File: src/rtl/prog_clk_divider.sv
// prog_clk_divider: multi-channel programmable clock divider with glitch-free divisor reload and sync restart
module prog_clk_divider #(
  parameter int NCH = 4,
  parameter int CW = 16,
  parameter int DEF_DIV = 2,
  localparam int CHW = NCH > 1 ? $clog2(NCH) : 1
) (
  input  logic           clk_in,
  input  logic           rst,
  input  logic [NCH-1:0] en,
  input  logic           sync,
  input  logic           div_wr,
  input  logic [CHW-1:0] div_ch,
  input  logic [CW-1:0]  div_val,
  output logic [NCH-1:0] clk_out,
  output logic [NCH-1:0] tick,
  output logic [NCH-1:0] pend
);
  logic [CW-1:0] wv;
  assign wv = div_val < CW'(2) ? CW'(2) : div_val;
  genvar i;
  generate
    for (i = 0; i < NCH; i++) begin : g_ch
      logic [CW-1:0] d_q, d_d, s_q, s_d, cnt_q, cnt_d;
      logic [CW:0] half;
      logic p_q, p_d, run_q, run_d, clk_q, clk_d, tick_q, tick_d, wr, wrap;
      // next state; outputs are derived from the next cnt/D so they register together with the counter
      always_comb begin
        wr = div_wr && div_ch == CHW'(i);
        wrap = cnt_q == d_q - 1'b1;
        run_d = en[i];
        cnt_d = '0;
        d_d = d_q;
        s_d = wr ? wv : s_q;
        p_d = p_q;
        if (run_q && en[i]) begin
          if (wrap || sync) begin
            d_d = wr ? wv : p_q ? s_q : d_q;
            p_d = 1'b0;
          end else begin
            cnt_d = cnt_q + 1'b1;
            p_d = p_q | wr;
          end
        end else if (run_q) begin
          p_d = p_q | wr;
        end else if (wr) begin
          d_d = wv;
          p_d = 1'b0;
        end
        half = ({1'b0, d_d} + 1'b1) >> 1;
        clk_d = run_d && {1'b0, cnt_d} < half;
        tick_d = run_d && cnt_d == d_d - 1'b1;
      end
      // channel registers with synchronous reset to IDLE and the default divisor
      always_ff @(posedge clk_in) begin
        if (rst) begin
          d_q <= CW'(DEF_DIV);
          s_q <= CW'(DEF_DIV);
          cnt_q <= '0;
          p_q <= 1'b0;
          run_q <= 1'b0;
          clk_q <= 1'b0;
          tick_q <= 1'b0;
        end else begin
          d_q <= d_d;
          s_q <= s_d;
          cnt_q <= cnt_d;
          p_q <= p_d;
          run_q <= run_d;
          clk_q <= clk_d;
          tick_q <= tick_d;
        end
      end
      assign clk_out[i] = clk_q;
      assign tick[i] = tick_q;
      assign pend[i] = p_q;
    end
  endgenerate
endmodule
File: config.mk
export PLATFORM = sky130hd
export DESIGN_NAME = prog_clk_divider
export DESIGN_NICKNAME = d
export VERILOG_FILES = /design/src/rtl/prog_clk_divider.sv
export SDC_FILE = /design/constraint.sdc
export NUM_CORES = 1
export LEC_CHECK = 0
export CAP_MARGIN = 15
export CORE_MARGIN = 5
export CORE_UTILIZATION = 41
export DETAILED_ROUTE_END_ITERATION = 8
export HOLD_SLACK_MARGIN = 0.15
export SYNTH_ARGS = -nofsm -noshare
export SYNTH_HDL_FRONTEND = slang
export SYNTH_SLANG_ARGS = --single-unit
File: constraint.sdc
create_clock -name clk_in -period 7.3 [get_ports clk_in]
set_input_delay 2.19 -clock clk_in [delete_from_list [all_inputs] [get_ports clk_in]]
set_output_delay 2.19 -clock clk_in [all_outputs]
set_load 0.01 [all_outputs]
==> results of run 1 <==
==> power breakdown <==
group	total [mW]	internal, mW	switching (mW)	leakage [nW]
clock	1.41	0.863	0.544	0.461
sequential	1.23	1.17	0.0621	1.69
combinational	0.797	0.318	0.480	4.77
total	3.44	2.35	1.09	6.92
==> layer usage <==
metal | wire [um] | up-vias
li1 | - | 8133
met1 | 25840 | 8015
met2 | 24600 | 524
met3 | 3346 | 109
met4 | 1571 | 2
met5 | 15 | -
==> per-stage QoR <==
stage                     std cells  util [%]  total power [mW]  hold slack (ns)  area (um2)
final                          2822     45.70             3.438           0.4552       19210
after global routing           2822     45.70             3.598           0.4734       19210
after CTS                      2822     45.70             3.458           0.4571       19210
after detailed placement       2772     43.48             2.038           0.4485       18280
after global placement         2772     43.48             2.025           0.4377       18280
after floorplan                2287         -             1.818           0.4311       17440
==> layout make-up <==
cell class	instances	area [um2]
repair buffers	113	942.2
clock buffers	36	749.5
fillers	4176	22830
multi-input cells	1862	12310
flip-flops and latches	208	4164
clock inverters	14	183.9
well taps	539	674.4
inverters	50	187.7
==> Yosys cell counts (all sizes together), types with 7 or more instances <==
| cell | count | share of area, % |
|---|---|---|
| buf | 56 | 2.1 |
| or2 | 25 | 0.90 |
| nand2b | 24 | 0.86 |
| a2111oi | 10 | 0.51 |
| a211oi | 21 | 1.0 |
| o221ai | 25 | 1.9 |
| o221a | 11 | 0.76 |
| nand3b | 20 | 0.86 |
| a21o | 23 | 1.0 |
| o211ai | 22 | 0.95 |
| ha | 76 | 5.5 |
| clkbuf | 111 | 2.4 |
| o21ai | 67 | 2.0 |
| nand3 | 74 | 2.1 |
| a211o | 7 | 0.36 |
| a21oi | 121 | 3.5 |
| mux2i | 38 | 2.2 |
| nor4 | 42 | 1.8 |
| o22ai | 12 | 0.43 |
| nor3b | 11 | 0.50 |
| o21a | 10 | 0.43 |
| xor2 | 115 | 5.8 |
| xnor2 | 145 | 7.3 |
| dfxtp | 208 | 24 |
| nand4 | 40 | 1.5 |
| nor2 | 256 | 5.6 |
| and2 | 19 | 0.69 |
| a221oi | 9 | 0.73 |
| o32ai | 8 | 0.40 |
| or4 | 9 | 0.43 |
| inv | 49 | 1.1 |
| o31ai | 8 | 0.45 |
| mux2 | 12 | 0.77 |
| and3 | 26 | 0.93 |
| nor3 | 126 | 3.8 |
| o41ai | 8 | 0.51 |
| nand2 | 269 | 5.8 |
| nor4b | 11 | 0.67 |
| or3 | 22 | 0.82 |
| nor2b | 32 | 1.1 |
| a31oi | 10 | 0.48 |
==> logic make-up (layout without fill, tap and decap cells) <==
logic type	Yosys count	count (layout)
flops	208	208
mux	50	50
xor+xnor	261	261
compound gates	447	447
fa+ha+maj	76	76
simple gates	1028	1028
buf+inv	217	213
==> critical path, cell delays in order <==
cell and delay [ns]:
sky130_fd_sc_hd__clkdlybuf4s50_1 0.43, sky130_fd_sc_hd__nand3b_1 0.33, sky130_fd_sc_hd__or2_2 0.44, sky130_fd_sc_hd__nand2_1 0.20, sky130_fd_sc_hd__o22a_1 0.17, sky130_fd_sc_hd__o21a_1 0.11, sky130_fd_sc_hd__o41ai_1 0.08, sky130_fd_sc_hd__o21bai_1 0.19
sky130_fd_sc_hd__nor4_1 0.40, sky130_fd_sc_hd__nand2_1 0.16, sky130_fd_sc_hd__or2_1 0.31, sky130_fd_sc_hd__nor4_1 0.25, sky130_fd_sc_hd__xor2_1 0.19, sky130_fd_sc_hd__ha_1 0.26, sky130_fd_sc_hd__a21o_1 0.16, sky130_fd_sc_hd__a21o_1 0.17
sky130_fd_sc_hd__a21oi_1 0.14, sky130_fd_sc_hd__nor2b_1 0.05, sky130_fd_sc_hd__o21ai_0 0.14, sky130_fd_sc_hd__nand2b_1 0.08, sky130_fd_sc_hd__a21oi_1 0.14, sky130_fd_sc_hd__nor2b_1 0.05, sky130_fd_sc_hd__a2111oi_0 0.29
==> state kept, by name, summed over array words and instances (netlist names) <==
| register | count |
|---|---|
| g_ch.cnt_q | 64 |
| g_ch.d_q | 64 |
| g_ch.s_q | 64 |
| g_ch.clk_q | 4 |
| g_ch.p_q | 4 |
| g_ch.run_q | 4 |
| g_ch.tick_q | 4 |
==> how the worst max path moves through the flow <==
| stage | to | cells past startpoint |
|---|---|---|
| floorplan | g_ch[2].clk_q$_SDFF_PP0_ | 24 |
| global placement | g_ch[2].clk_q$_SDFF_PP0_ | 24 |
| detailed placement | g_ch[2].clk_q$_SDFF_PP0_ | 24 |
| CTS | g_ch[2].clk_q$_SDFF_PP0_ | 24 |
| global route | g_ch[2].clk_q$_SDFF_PP0_ | 24 |
| finish | g_ch[2].clk_q$_SDFF_PP0_ | 23 |
==> impl_metrics.yaml, run 1 <==
run_status:
  status: "complete, no violations"
setup_path:
  worst-setup-path-type: "input pin to flip-flop"
  r2r_start: "g_ch[1].d_q[0]$_SDFF_PP0_"
  worst_setup_path_start_kind: "input pin"
  reg2reg_setup_slack_ns: 1.30
  worstReg2RegEnd: "g_ch[1].clk_q$_SDFF_PP0_"
  endpoint_kind: "flip-flop"
  critPathMaxFanout: 6
  timing.critical_path.required_ns: 7.73
  reg2regPathDepth: 22
  cp_data_arrival_time_ns: 6.93
  worstSetupStartpoint: "div_ch[0]"
floorplanning:
  floorplan.rows: 75
  design.die.area_um2: 46760
  chipWidth_um: 216.2
  die_height_um: 216.2
  start_util_pct: 41.48
  ioPinCount: 38
  core_footprint_um2: 42040
synth:
  synth_compound_gate_area_share_pct: 19.27
  synth_sequential_area_ratio_pct: 23.88
  area_of_the_mapped_netlist_um2: 17440
  yosysWarningCount: 0
  synth_edf_count: 0
  asyncSetResetFlopFracSynth_pct: 0
  synth-xor-area-share_pct: 13.24
  post_synth.cell_area_avg_um2: 7.625
  synth_flop_cell: "sky130_fd_sc_hd__dfxtp_1"
  post_synth_num_cell_types: 116
  largest_family_of_logic_cells_by_synthesized_area: "simple AND/OR/NAND/NOR gates"
  synth_nets: 2389
  yosys-mux-area-fraction_pct: 2.956
  netlist_instances: 2287
  post_synth_fa_ha_maj_area_fraction_pct: 5.453
  post_synth_simple_gate_area_pct: 29.63
  postSynthRegisterBits: 208
worst_hold_path:
  timing.hold.worst.class: "flip-flop to flip-flop"
  worst_hold_path.num_cells: 2
  whs_endpoint: "g_ch[2].s_q[12]$_SDFFE_PP0P_"
  timing.hold.worst.start: "g_ch[2].s_q[12]$_SDFFE_PP0P_"
clock_tree:
  ctsRootBufferMaster: "sky130_fd_sc_hd__clkbuf_16"
  tritoncts_clock_tree: "yes"
  clock_tree.htree_level_count: 1
  worst_skew_pair.late_latency_ns: 0.57
  cts.sinks: 208
  path_clk_slew_ns: 0.06
  cts_post_setup_buffers_inserted: 0
  clk_path_buf_depth: 3
  tritoncts.num_buffers: 27
  cts_repair_resize_count: 0
  cts_hold_buffers: 0
timing:
  period_share_pct: 89.05
  post_route_minimum_period_ns: 6.500
  timing.fmax_mhz: 153.8
  relSlewSlack_pct: 21.03
  setup_total_negative_slack_ns: 0
  final.setup_skew_ns: 0.01860
  tightest_slew_ns: 1.177
  layout_setup_ws_ns: 0.7997
  report.final.slew_viol_count: 0
  rsz0062_at_grt: "no"
  finalHoldViolCount: 0
  final-setup-viol-count: 0
layout:
  antenna_cells_inserted: 0
  most-common-layout-cells: "sky130_fd_sc_hd__nand2_1 (267), sky130_fd_sc_hd__nor2_1 (254), sky130_fd_sc_hd__dfxtp_1 (208)"
  flow.area_growth_from_synthesis_pct: 10.17
  design.final.nets: 2364
  mostFrequentLayoutCell: "sky130_fd_sc_hd__nand2_1"
  drive_gt1_share_pct: 10.21
route:
  final_antenna_net_count: 0
  vias: 16780
  detail_route.iter0.violations: 1681
  remaining_drc_errors: 0
  first_pass_iters: 6
  totalWireLength_um: 55380
  viasPerCell: 5.947
  dr_wl_cell_um: 19.62
flow_run:
  max_cap_viol_count: 0
grt:
  grtUsageMet1_pct: 32.01
  grt_start_max_net_pins: 77
  initial_antenna_violation_count: 1
  global_route.overflow_total: 0
  grt_pass1_vias: 16150
  met3_resource_use_gr_pct: 3.279
  grt_use_met2_pct: 36.57
  grt_pass1_wl_um: 88890
  gr-usage-all-layers_pct: 22.85
  grt_most_used_layer: "met2"
placed_design:
  place.detailed.hpwl_um: 41420
  port_buffers: 37
  pre_cts_slack_ns: 0.3345
  finalWeightedCongestion: 0.9380
power_and_ir_drop:
  powerDensity_nw_per_um2: 179.0
  ir_drop_mv: 0.1604
  power_leakage_nw: 6.923
Note: power is estimated with default switching activity, not from simulation.
==> run 2, diff against run 1 <==
--- a/config.mk
+++ b/config.mk
@@ -7,8 +7,9 @@
 export LEC_CHECK = 0
 export CAP_MARGIN = 15
 export CORE_MARGIN = 5
-export CORE_UTILIZATION = 41
+export CORE_UTILIZATION = 30
 export DETAILED_ROUTE_END_ITERATION = 8
+export GPL_TIMING_DRIVEN = 0
 export HOLD_SLACK_MARGIN = 0.15
 export SYNTH_ARGS = -nofsm -noshare
 export SYNTH_HDL_FRONTEND = slang
==> constraint.sdc (replaced) <==
create_clock -name clk_in -period 7.3 [get_ports clk_in]
set_input_delay 1.095 -clock clk_in [delete_from_list [all_inputs] [get_ports clk_in]]
set_output_delay 1.095 -clock clk_in [all_outputs]
set_load 0.01 [all_outputs]
==> impl_metrics.yaml, run 2 (synthesis results as in run 1) <==
run_status:
  status: "complete, no violations"
setup_path:
  worst_setup_path_start_kind: "flip-flop"
  endpoint_kind: "flip-flop"
  critPathMaxFanout: 10
  worst-setup-path-type: "flip-flop to flip-flop"
  reg2regPathDepth: 26
  cp_data_arrival_time_ns: 7.23
  timing.critical_path.required_ns: 7.83
  worstReg2RegEnd: "g_ch[0].clk_q$_SDFF_PP0_"
  r2r_start: "g_ch[0].d_q[0]$_SDFF_PP0_"
  reg2reg_setup_slack_ns: 0.59
timing:
  relSlewSlack_pct: 19.54
  post_route_minimum_period_ns: 6.707
  layout_setup_ws_ns: 0.5930
  timing.fmax_mhz: 149.1
  rsz0062_at_grt: "no"
  report.final.slew_viol_count: 0
  final.setup_skew_ns: 0.03889
  finalHoldViolCount: 0
  period_share_pct: 91.88
  tightest_slew_ns: 1.207
  setup_total_negative_slack_ns: 0
  final-setup-viol-count: 0
worst_hold_path:
  whs_endpoint: "g_ch[1].s_q[10]$_SDFFE_PP0P_"
  timing.hold.worst.class: "flip-flop to flip-flop"
  worst_hold_path.num_cells: 2
  timing.hold.worst.start: "g_ch[1].s_q[10]$_SDFFE_PP0P_"
power_and_ir_drop:
  clock_power_share_pct: 41.3
  power_leakage_nw: 6.871
  netSwitchingPower_mw: 1.113
  seq_power_share_pct: 34.8
  powerDensity_nw_per_um2: 176.5
  power_report.internal_total_mw: 2.345
  switching_share_pct: 32.18
  pwr-share-comb_pct: 23.9
  ir_drop_mv: 0.1548
grt:
  gr-usage-all-layers_pct: 18.00
  grt_pass1_wl_um: 93260
  grt_pass1_vias: 16770
  grt_start_max_net_pins: 14
  global_route.overflow_total: 0
  initial_antenna_violation_count: 8
layout:
  flow.area_growth_from_synthesis_pct: 12.33
  layout.filler_cells: 6130
  fin_util_pct: 33.95
  drive_gt1_share_pct: 8.393
  seq_area_um2: 4164
  most-common-layout-cells: "sky130_fd_sc_hd__nand2_1 (267), sky130_fd_sc_hd__nor2_1 (255), sky130_fd_sc_hd__dfxtp_1 (208)"
  largest_registers: "g_ch.cnt_q x64, g_ch.d_q x64, g_ch.s_q x64"
  multi_input_area_um2: 12310
  design.final.nets: 2442
  mostFrequentLayoutCell: "sky130_fd_sc_hd__nand2_1"
floorplanning:
  start_util_pct: 30.23
  chipWidth_um: 251.1
  ioPinCount: 38
  floorplan.rows: 88
  design.die.area_um2: 63050
  core_footprint_um2: 57700
  die_height_um: 251.1
clock_tree:
  cts_hold_buffers: 0
  worst_skew_pair.late_latency_ns: 0.58
  tritoncts.num_buffers: 27
  tritoncts_clock_tree: "yes"
  clk_path_buf_depth: 3
  ctsRootBufferMaster: "sky130_fd_sc_hd__clkbuf_16"
  cts.sinks: 208
  cts_post_setup_buffers_inserted: 0
  path_clk_slew_ns: 0.07
  cts_repair_resize_count: 0
  clock_tree.htree_level_count: 1
route:
  dr_wl_cell_um: 19.18
  first_pass_iters: 8
  final_antenna_net_count: 0
  viasPerCell: 5.593
  totalWireLength_um: 59970
  detail_route.iter0.violations: 1695
  vias: 17480
  remaining_drc_errors: 0
placed_design:
  finalWeightedCongestion: 0.9475
  port_buffers: 23
  pre_cts_slack_ns: 0.4787
  place.detailed.hpwl_um: 45310
flow_run:
  max_cap_viol_count: 0
## run 2: cell count changes in the layout (fill, tap and decap cells not counted), sizes merged
cell,change
clkbuf,+113
buf,-21
clkdlybuf4s50,-13
diode,+2
inv,-2
bufinv,-1
clkinv,-1
clkinvlp,+1
## run 2: stage by stage
stage | hold WS, ns | cells | instance area, um2 | power, mW
after floorplan | 0.4311 | 2287 | 17440 | 1.818
after global routing | 0.4738 | 3126 | 19590 | 3.601
final | 0.4512 | 3126 | 19590 | 3.458
after global placement | 0.4423 | 3075 | 18630 | 2.022
after detailed placement | 0.4424 | 3075 | 18630 | 2.037
after CTS | 0.4507 | 3123 | 19580 | 3.467
## run 2: worst max path at each step
stage                                          from                  endpoint  depth (start not counted)
after floorplan           g_ch[0].d_q[0]$_SDFF_PP0_  g_ch[0].clk_q$_SDFF_PP0_                         26
after global placement                   div_val[2]  g_ch[2].clk_q$_SDFF_PP0_                         22
after detailed placement                  div_ch[0]  g_ch[2].clk_q$_SDFF_PP0_                         24
after CTS                 g_ch[0].d_q[0]$_SDFF_PP0_  g_ch[0].clk_q$_SDFF_PP0_                         26
after global routing      g_ch[0].d_q[0]$_SDFF_PP0_  g_ch[0].clk_q$_SDFF_PP0_                         26
final                     g_ch[0].d_q[0]$_SDFF_PP0_  g_ch[0].clk_q$_SDFF_PP0_                         26
## run 2: power by group through the flow
stage | Combinational [mW] | Sequential, mW | Clock [mW]
2_1_floorplan | 0.602 | 1.22 | 0
3_3_place_gp | 0.796 | 1.23 | 0
3_5_place_dp | 0.810 | 1.23 | 0
4_1_cts | 0.816 | 1.20 | 1.45
5_1_grt | 0.902 | 1.21 | 1.49
6_report | 0.827 | 1.20 | 1.43
## run 2: layout make-up
| cell class | instances | share of cell area (%) |
|---|---|---|
| plain buffers | 167 | 4.005 |
| clock inverters | 11 | 0.7090 |
| repair buffers | 24 | 1.214 |
| well taps | 765 | 4.886 |
| flip-flops and latches | 208 | 21.26 |
| diodes | 2 | 0.02555 |
| inverters | 50 | 0.9581 |
| clock buffers | 37 | 4.101 |
| multi-input cells | 1862 | 62.85 |
## run 2: worst max-delay path: stages (launching register included)
cell and delay [ns]:
sky130_fd_sc_hd__dfxtp_1 0.30, sky130_fd_sc_hd__clkbuf_1 0.25, sky130_fd_sc_hd__inv_1 0.19, sky130_fd_sc_hd__ha_1 0.27, sky130_fd_sc_hd__nor4b_1 0.86, sky130_fd_sc_hd__nand4b_1 0.23, sky130_fd_sc_hd__xnor2_1 0.18, sky130_fd_sc_hd__or4_1 0.61
sky130_fd_sc_hd__o41ai_4 0.45, sky130_fd_sc_hd__a21o_1 0.18, sky130_fd_sc_hd__buf_4 0.18, sky130_fd_sc_hd__o221ai_2 0.26, sky130_fd_sc_hd__nor4_1 0.53, sky130_fd_sc_hd__nand2_1 0.24, sky130_fd_sc_hd__nor2_1 0.21, sky130_fd_sc_hd__nand2_1 0.10
sky130_fd_sc_hd__xnor2_1 0.13, sky130_fd_sc_hd__ha_1 0.31, sky130_fd_sc_hd__a21o_1 0.16, sky130_fd_sc_hd__a21oi_1 0.16, sky130_fd_sc_hd__nor2b_1 0.06, sky130_fd_sc_hd__o21ai_0 0.14, sky130_fd_sc_hd__nand2b_1 0.07, sky130_fd_sc_hd__a21oi_1 0.14
sky130_fd_sc_hd__nor2b_1 0.05, sky130_fd_sc_hd__o21ai_0 0.17, sky130_fd_sc_hd__o2111a_1 0.20
## run 2: per-layer routing
metal,global-route usage [%],up-vias,wire [um]
li1,-,8305,-
met3,3.611,162,4764
met5,0,-,77
met4,6.253,12,2292
met2,28.57,653,26160
met1,24.44,8351,26680
==> run 3, diff against run 2 <==
--- a/config.mk
+++ b/config.mk
@@ -5,7 +5,6 @@
 export SDC_FILE = /design/constraint.sdc
 export NUM_CORES = 1
 export LEC_CHECK = 0
-export CAP_MARGIN = 15
 export CORE_MARGIN = 5
 export CORE_UTILIZATION = 30
 export DETAILED_ROUTE_END_ITERATION = 8
==> impl_metrics.yaml, run 3 (synthesis results as in run 1) <==
setup_path:
  critPathMaxFanout: 10
  timing.critical_path.required_ns: 7.83
  worst-setup-path-type: "flip-flop to flip-flop"
  worst_setup_path_start_kind: "flip-flop"
  reg2reg_setup_slack_ns: 0.60
  reg2regPathDepth: 26
  cp_data_arrival_time_ns: 7.23
  timing.critical_path.slowest_stage_cell: "sky130_fd_sc_hd__nor4b_1"
  crit_path_max_incr_delay_ns: 0.87
  endpoint_kind: "flip-flop"
placed_design:
  finalWeightedCongestion: 0.9475
  port_buffers: 23
  place.detailed.hpwl_um: 45310
timing:
  setup_total_negative_slack_ns: 0
  hold_ws_ns: 0.4501
  period_share_pct: 91.78
  final-setup-viol-count: 0
  tightest_slew_ns: 1.199
  timing.fmax_mhz: 149.3
  rsz0062_at_grt: "no"
  relSlewSlack_pct: 20.09
  finalHoldViolCount: 0
  post_route_minimum_period_ns: 6.700
  final.setup_skew_ns: 0.03543
  report.final.slew_viol_count: 0
power_and_ir_drop:
  ir_drop_mv: 0.1549
  power_report.internal_total_mw: 2.345
  switching_share_pct: 32.26
  pwr-share-comb_pct: 23.9
  power_leakage_nw: 6.866
  clock_power_share_pct: 41.4
  netSwitchingPower_mw: 1.117
  powerDensity_nw_per_um2: 176.8
  seq_power_share_pct: 34.7
floorplanning:
  start_util_pct: 30.23
  floorplan.rows: 88
  core_footprint_um2: 57700
  ioPinCount: 38
  design.die.area_um2: 63050
  chipWidth_um: 251.1
  die_height_um: 251.1
layout:
  most-common-layout-cells: "sky130_fd_sc_hd__nand2_1 (267), sky130_fd_sc_hd__nor2_1 (255), sky130_fd_sc_hd__dfxtp_1 (208)"
  design.final.nets: 2441
  largest_registers: "g_ch.cnt_q x64, g_ch.d_q x64, g_ch.s_q x64"
  fin_util_pct: 33.94
  mostFrequentLayoutCell: "sky130_fd_sc_hd__nand2_1"
  flow.area_growth_from_synthesis_pct: 12.28
  multi_input_area_um2: 12310
  layout.filler_cells: 6129
  drive_gt1_share_pct: 8.355
  seq_area_um2: 4164
clock_tree:
  clock_tree.htree_level_count: 1
  worst_skew_pair.late_latency_ns: 0.58
  cts_repair_resize_count: 0
  path_clk_slew_ns: 0.07
  ctsRootBufferMaster: "sky130_fd_sc_hd__clkbuf_16"
  cts_hold_buffers: 0
  clk_path_buf_depth: 3
  tritoncts.num_buffers: 27
  tritoncts_clock_tree: "yes"
  cts_post_setup_buffers_inserted: 0
  cts.sinks: 208
route:
  totalWireLength_um: 59820
  detail_route.iter0.violations: 1704
  final_antenna_net_count: 0
  dr_wl_cell_um: 19.14
  remaining_drc_errors: 0
  viasPerCell: 5.577
  first_pass_iters: 6
  vias: 17430
grt:
  global_route.overflow_total: 0
  grt_pass1_wl_um: 93260
  initial_antenna_violation_count: 8
  grt_pass1_vias: 16770
  gr-usage-all-layers_pct: 18.00
  grt_start_max_net_pins: 14
worst_hold_path:
  worst_hold_path.num_cells: 2
  timing.hold.worst.class: "flip-flop to flip-flop"
flow_run:
  max_cap_viol_count: 0
run_status:
  status: "complete, no violations"
-- run 3: path summary, 6_finish.rpt --
check	start	to
hold reg to reg	g_ch[1].s_q[10]$_SDFFE_PP0P_	g_ch[1].s_q[10]$_SDFFE_PP0P_
setup reg to reg	g_ch[0].d_q[0]$_SDFF_PP0_	g_ch[0].clk_q$_SDFF_PP0_
setup / recovery	g_ch[0].d_q[0]$_SDFF_PP0_	g_ch[0].clk_q$_SDFF_PP0_
hold / removal	g_ch[1].s_q[10]$_SDFFE_PP0P_	g_ch[1].s_q[10]$_SDFFE_PP0P_
-- run 3: worst max-delay path, delay by kind of cell (launching register included) --
family,cells,cell delay [ns]
AOI/OAI and AO/OA,9,1.86
adders and majority gates,2,0.58
xor gates and xnor gates,2,0.31
and+or+nand+nor,10,2.98
buffers and inverters,3,0.61
DFF,1,0.30
-- run 3: area by class of cell --
| cell class | instances | area share (%) |
|---|---|---|
| Multi-Input combinational cell | 1862 | 62.87 |
| Buffer | 167 | 4.006 |
| Clock inverter | 11 | 0.7093 |
| Timing Repair Buffer | 23 | 1.176 |
| Tap cell | 765 | 4.888 |
| Sequential cell | 208 | 21.27 |
| Inverter | 50 | 0.9585 |
| Antenna cell | 2 | 0.02556 |
| Clock buffer | 37 | 4.102 |
-- run 3: routing by layer --
layer,vias up,global-route usage [%],part of all wire (%)
li1,8291,-,-
met4,12,6.253,3.9
met5,-,0,0.13
met3,165,3.611,7.8
met2,657,28.57,44
met1,8302,24.44,45
-- run 3: stage by stage --
stage / setup WS [ns] / instance area [um2] / total power [mW] / instances
floorplan: 1.849 / 17440 / 1.818 / 2287
global placement: 0.4228 / 18630 / 2.022 / 3075
detailed placement: 0.4787 / 18630 / 2.037 / 3075
CTS: 0.6067 / 19580 / 3.467 / 3123
global route: 0.1434 / 19580 / 3.601 / 3125
finish: 0.5998 / 19580 / 3.462 / 3125
-- run 3: power by group through the flow --
stage | Sequential (mW) | Clock (mW) | Combinational (mW)
3_3_place_gp | 1.23 | 0 | 0.796
6_report | 1.20 | 1.43 | 0.826
4_1_cts | 1.20 | 1.45 | 0.816
5_1_grt | 1.21 | 1.49 | 0.902
2_1_floorplan | 1.22 | 0 | 0.602
3_5_place_dp | 1.23 | 0 | 0.810
==> patch 1: new RTL, settings of run 1 <==
Change the parameter `NCH` from 4 to 2.
--- a/src/rtl/prog_clk_divider.sv
+++ b/src/rtl/prog_clk_divider.sv
@@ -1,5 +1,5 @@
 // prog_clk_divider: multi-channel programmable clock divider with glitch-free divisor reload and sync restart
 module prog_clk_divider #(
-  parameter int NCH = 4,
+  parameter int NCH = 2,
   parameter int CW = 16,
   parameter int DEF_DIV = 2,
Ports: changed (5 resized); port bits go from 38 to 29. No check against the original RTL was run, so the function may have changed too.
==> patch 1 against run 1 <==
  * Wire length decreased by 52%
  * Sequential power is 49% lower
  * Critical path depth shrank 6
  * Total power shrank 54%
  * Setup slack worse by 59 ps
  * Fmax is 0.90% lower
  * Sequential cell count decreased by 104
  * Cell area is 50% lower
  * Area after synthesis shrank 50%
  * Critical path type unchanged
  * Largest cell class unchanged
  * Highest routed layer is now met4
==> patch 1: results (changes against run 1) <==
| Metric | Value |
|---|---|
| Status | `complete, no violations` |
| Pleak | `0.003490 uW (-50%)` |
| Synth top area cells | `dfxtp_1 (24%), xnor2_1 (7.5%), ha_1 (5.5%)` |
| Global-route wire length before repair | `42.37 mm (-52%)` |
| Synth top cells by count | `nor2_1 (119), nand2_1 (112), dfxtp_1 (104), xnor2_1 (74), o21ai_0 (60)` |
| Layout filler cell count | `2161 (-48%)` |
| Setup Skew | `11.09 ps (-7.509 ps)` |
| Vias | `8363 (-50%)` |
| GP Congestion | `0.9335 (-0.48%)` |
| CP max FO | `7 (+1)` |
| Inserted Clock Buffers | `9 (-67%)` |
| Sw Share | `33.89% (+2.3 points)` |
| HPWL after detailed placement | `20.56 mm (-50%)` |
| H-tree depth | `3 (+2)` |
| Dpl cells | `1425 (-49%)` |
| Slowest stage delay, CP | `530 ps (+90 ps)` |
| Detailed Route Iter0 Violations | `595 (-65%)` |
| Largest net degree at the start of global routing | `74 (-3.9%)` |
| Vias in the first global route | `7902 (-51%)` |
| Post-synthesis sequential area ratio | `24.00% (+0.12 points)` |
| Layout cell share with drive strength beyond 1 | `7.976% (-2.2 points)` |
| First-pass DRT Iterations | `5 (-1)` |
| Rel. slew slack | `43.64% (+23 points)` |
| Routed len/inst | `18.42 um (-6.1%)` |
| PortBufs | `28 (-24%)` |
| Slowest cell on crit path | `clkdlybuf4s50_1` |
| Instance area at placement | `0.009264 mm^2 (-49%)` |
| Top flop regs | `g_ch.cnt_q x32, g_ch.d_q x32, g_ch.s_q x32` |
| Seq power | `627 uW (-49%)` |
| Clock Latency Late Sink | `360 ps (-210 ps)` |
| Clk. pwr | `502 uW (-64%)` |
| Worst Hold Class | `reg2reg` |
| Met3 Use GR | `4.339% (+1.1 points)` |
| Met2 capacity usage during global routing | `36.52% (-0.054 points)` |
| GR Util met1 | `27.58% (-4.4 points)` |
| Synth cell types | `80 (-31%)` |
| Max VDD drop | `0.0001168 V (-27%)` |
| Clock Path Buffers | `2 (-1)` |
patch 1: per-stage QoR:
stage | hold WS, ps | utilization [%] | worst slack, ps
3_3_place_gp | 443.6 | 44.21 | 440.7
3_5_place_dp | 448.9 | 44.21 | 389.3
4_1_cts | 459.4 | 45.62 | 757.0
2_1_floorplan | 431.5 | - | 1398
5_1_grt | 478.7 | 45.62 | 156.5
6_report | 455.8 | 45.62 | 740.9
patch 1: worst paths after layout:
kind             startpoint             end  slack [ps]  depth (start not counted)
max             div_val[12]  g_ch[1].tick_q         740                         17
min reg2reg  g_ch[0].s_q[6]  g_ch[0].s_q[6]         460                          2
max reg2reg  g_ch[1].d_q[0]   g_ch[1].clk_q         900                         22
min          g_ch[0].s_q[6]  g_ch[0].s_q[6]         460                          2
patch 1: final cells by class:
| class | instances | area share (%) |
|---|---|---|
| clock inverters | 7 | 0.7460 |
| flip-flops and latches | 104 | 21.78 |
| repair buffers | 68 | 6.046 |
| multi-input cells | 945 | 64.18 |
| well taps | 275 | 3.599 |
| inverters | 33 | 1.296 |
| clock buffers | 9 | 2.356 |
patch 1: logic make-up after synthesis:
family                   count (synthesis)  synth area share [%]
multiplexers                            31                 3.663
AND/OR/NAND/NOR                        504                 29.12
flip-flops                             104                 24.00
AO/OA/AOI/OAI                          246                 19.56
buffers and inverters                  113                 5.307
XOR/XNOR                               126                 12.88
adder cells (fa/ha/maj)                 38                 5.480
patch 1: layer usage:
| layer | share of wire, % | up-vias |
|---|---|---|
| met2 | 48 | 208 |
| met5 | 0 | - |
| met1 | 44 | 3957 |
| met3 | 4.7 | 54 |
| li1 | - | 4144 |
| met4 | 3.7 | 0 |
patch 1: tightest hold or removal path, stage by stage, from the launching register on:
cell and delay, ps:
dfxtp_1 310, nand2_1 50, a21oi_1 50
==> patch 2: new RTL, flow settings as in run 1 <==
Made on the original files. Reset style: asynchronous (`rst`), changed in one clocked block. Comments in the files are not updated.
--- a/src/rtl/prog_clk_divider.sv
+++ b/src/rtl/prog_clk_divider.sv
@@ -53,5 +53,5 @@
       end
       // channel registers with synchronous reset to IDLE and the default divisor
-      always_ff @(posedge clk_in) begin
+      always_ff @(posedge clk_in or posedge rst) begin
         if (rst) begin
           d_q <= CW'(DEF_DIV);
Behaviour: differs if rst is asserted again (counterexample within 4 cycles, from zero or initial values and one cycle with rst high); with rst held inactive, the same outputs for 4 cycles.
==> patch 2 against run 1 <==
  * Sequential power up 26%
  * Wire length down 1.6%
  * Non-clock buffer count up 14
  * Sequential cell count unchanged
  * Total power up 29%
  * Hold slack better by 20 ps
  * Area after synthesis down 0.65%
  * Global-route usage about the same
  * Final cell count down 4.0%
  * First-iteration DRC count down 7.1%
  * Cell area up 0.76%
  * Setup slack worse by 170 ps
  * Clock skew down 3.2 ps
  * Register-to-register slack worse by 260 ps
  * Highest routed layer is now met4
==> patch 2: results (changes against run 1) <==
| Metric | Value |
|---|---|
| Status | `complete, no violations` |
| Post-CTS sizing | `0 (unchanged)` |
| Drt total wl | `54.50 mm (-1.6%)` |
| Initial antenna violation count | `0 (-1)` |
| Syn Nets | `2237 (-6.4%)` |
| HPWL after detailed placement | `41.14 mm (-0.66%)` |
| Worst Hold Class | `reg2reg` |
| H-tree depth | `1 (unchanged)` |
| Ys async rst share | `100.0% (+100 points)` |
| Worst-path clk slew | `60 ps (about the same)` |
| Crit path from | `div_val[15]` |
| Sw Pwr | `1701 uW (+57%)` |
| Post-synthesis sequential area ratio | `30.10% (+6.2 points)` |
| YS warnings | `0 (unchanged)` |
| # nets final | `2252 (-4.7%)` |
| Crit path DAT | `7120 ps (+190 ps)` |
| Clock Path Buffers | `3 (unchanged)` |
| GRT Overall Usage | `22.90% (+0.044 points)` |
| Max VDD drop | `0.0001672 V (+4.2%)` |
| Top FF cell, synth | `dfrtp_1` |
| Slowest stage delay, CP | `1020 ps (+580 ps)` |
| Clock Latency Late Sink | `560 ps` |
| Global-route wire length before repair | `87.66 mm (-1.4%)` |
| Clock Tree Root | `clkbuf_16` |
| Dpl cells | `2660 (-4.0%)` |
| Detailed Route Iter0 Violations | `1562 (-7.1%)` |
| Slowest cell on crit path | `nor2b_1` |
| HP Start | `g_ch[2].s_q[7]` |
| Final Hold Slack | `475.1 ps (+19.89 ps)` |
| Synth top cells by count | `nand2_1 (275), nor2_1 (206), dfrtp_1 (200), xnor2_1 (168), clkbuf_1 (109)` |
| Critical R2R Launch | `g_ch[0].d_q[0]` |
| Largest net degree at the start of global routing | `119 (+55%)` |
| Post-CTS setup buffers | `0 (unchanged)` |
| Synth cell types | `93 (-20%)` |
| R2R setup slack | `1040 ps (-260 ps)` |
| CP max FO | `11 (+5)` |
| Synthesized instance count | `2135 (-6.6%)` |
| GP Congestion | `0.9218 (-1.7%)` |
| Layout cell share with drive strength beyond 1 | `9.309% (-0.90 points)` |
| Slew of the pin with the lowest slew margin | `1294 ps (+116.7 ps)` |
| First-pass DRT Iterations | `7 (+1)` |
| Instance area at placement | `0.01848 mm^2 (+1.1%)` |
| Vias/cell | `5.883 (-1.1%)` |
| Top flop regs | `g_ch.cnt_q x64, g_ch.d_q x64, g_ch.s_q x64` |
| Vias | `15940 (-5.0%)` |
| PortBufs | `37 (unchanged)` |
| Synth top area cells | `dfrtp_1 (29%), xnor2_1 (8.5%), nand2_1 (6.0%)` |
| Pleak | `0.007968 uW (+15%)` |
| Inserted Clock Buffers | `27 (unchanged)` |
| Antenna Cells | `0 (unchanged)` |
| Setup Skew | `15.42 ps (-3.181 ps)` |
patch 2: worst paths after layout:
kind | endpoint | depth (start not counted)
min | g_ch[2].s_q[7] | 2
max in group asynchronous | g_ch[2].cnt_q[6] | 3
min reg2reg | g_ch[2].s_q[7] | 2
max | g_ch[3].clk_q | 23
min in group asynchronous | g_ch[1].tick_q | 2
max reg2reg | g_ch[0].clk_q | 26
patch 2: final cells by class:
class,instances,area (um^2)
Fill cell,4134,22500
Multi-Input combinational cell,1707,11230
Sequential cell,208,5215
Timing Repair Buffer,127,1059
Clock buffer,38,807.0
Tap cell,539,674.4
Inverter,79,300.3
Clock inverter,11,73.82
patch 2: worst max-delay path, delay by kind of cell:
kind                       cells  cell delay, ps
AOI/OAI and AO/OA              8            1550
xor gates and xnor gates       1             120
adders and majority gates      2             540
buffers and inverters          2             740
and+or+nand+nor               10            1970
patch 2: metal layers:
layer  share of wire (%)  GRT usage, %  wire length, um
met5                   0             0                0
met4                 3.2         6.998             1724
met3                 5.5         2.564             3018
met2                  45         37.32            24680
met1                  46         32.17            25080
patch 2: cell families (layout without fill, tap and decap cells):
family	after synthesis	count (layout)	synth area share, %
buffers and inverters	220	255	5.127
flip-flops	208	208	30.10
AO/OA/AOI/OAI	411	411	16.38
multiplexers	71	71	4.217
adder cells (fa/ha/maj)	76	76	5.488
XOR/XNOR	258	258	13.20
AND/OR/NAND/NOR	891	891	25.49
patch 2: per-stage QoR:
step                      power [uW]  setup WS, ps
after floorplan                 2641          1069
after global placement          3088         264.4
after detailed placement        3114         224.7
after CTS                       4454         753.0
after global routing            4714         296.6
final                           4446         630.6
patch 2: power by group through the flow:
| stage | registers (uW) | clock network, uW | logic, uW |
|---|---|---|---|
| final | 1550 | 1330 | 1570 |
| after global routing | 1580 | 1400 | 1740 |
| after CTS | 1540 | 1350 | 1560 |
| after detailed placement | 1560 | 0 | 1550 |
| after global placement | 1560 | 0 | 1530 |
| after floorplan | 1420 | 0 | 1220 |
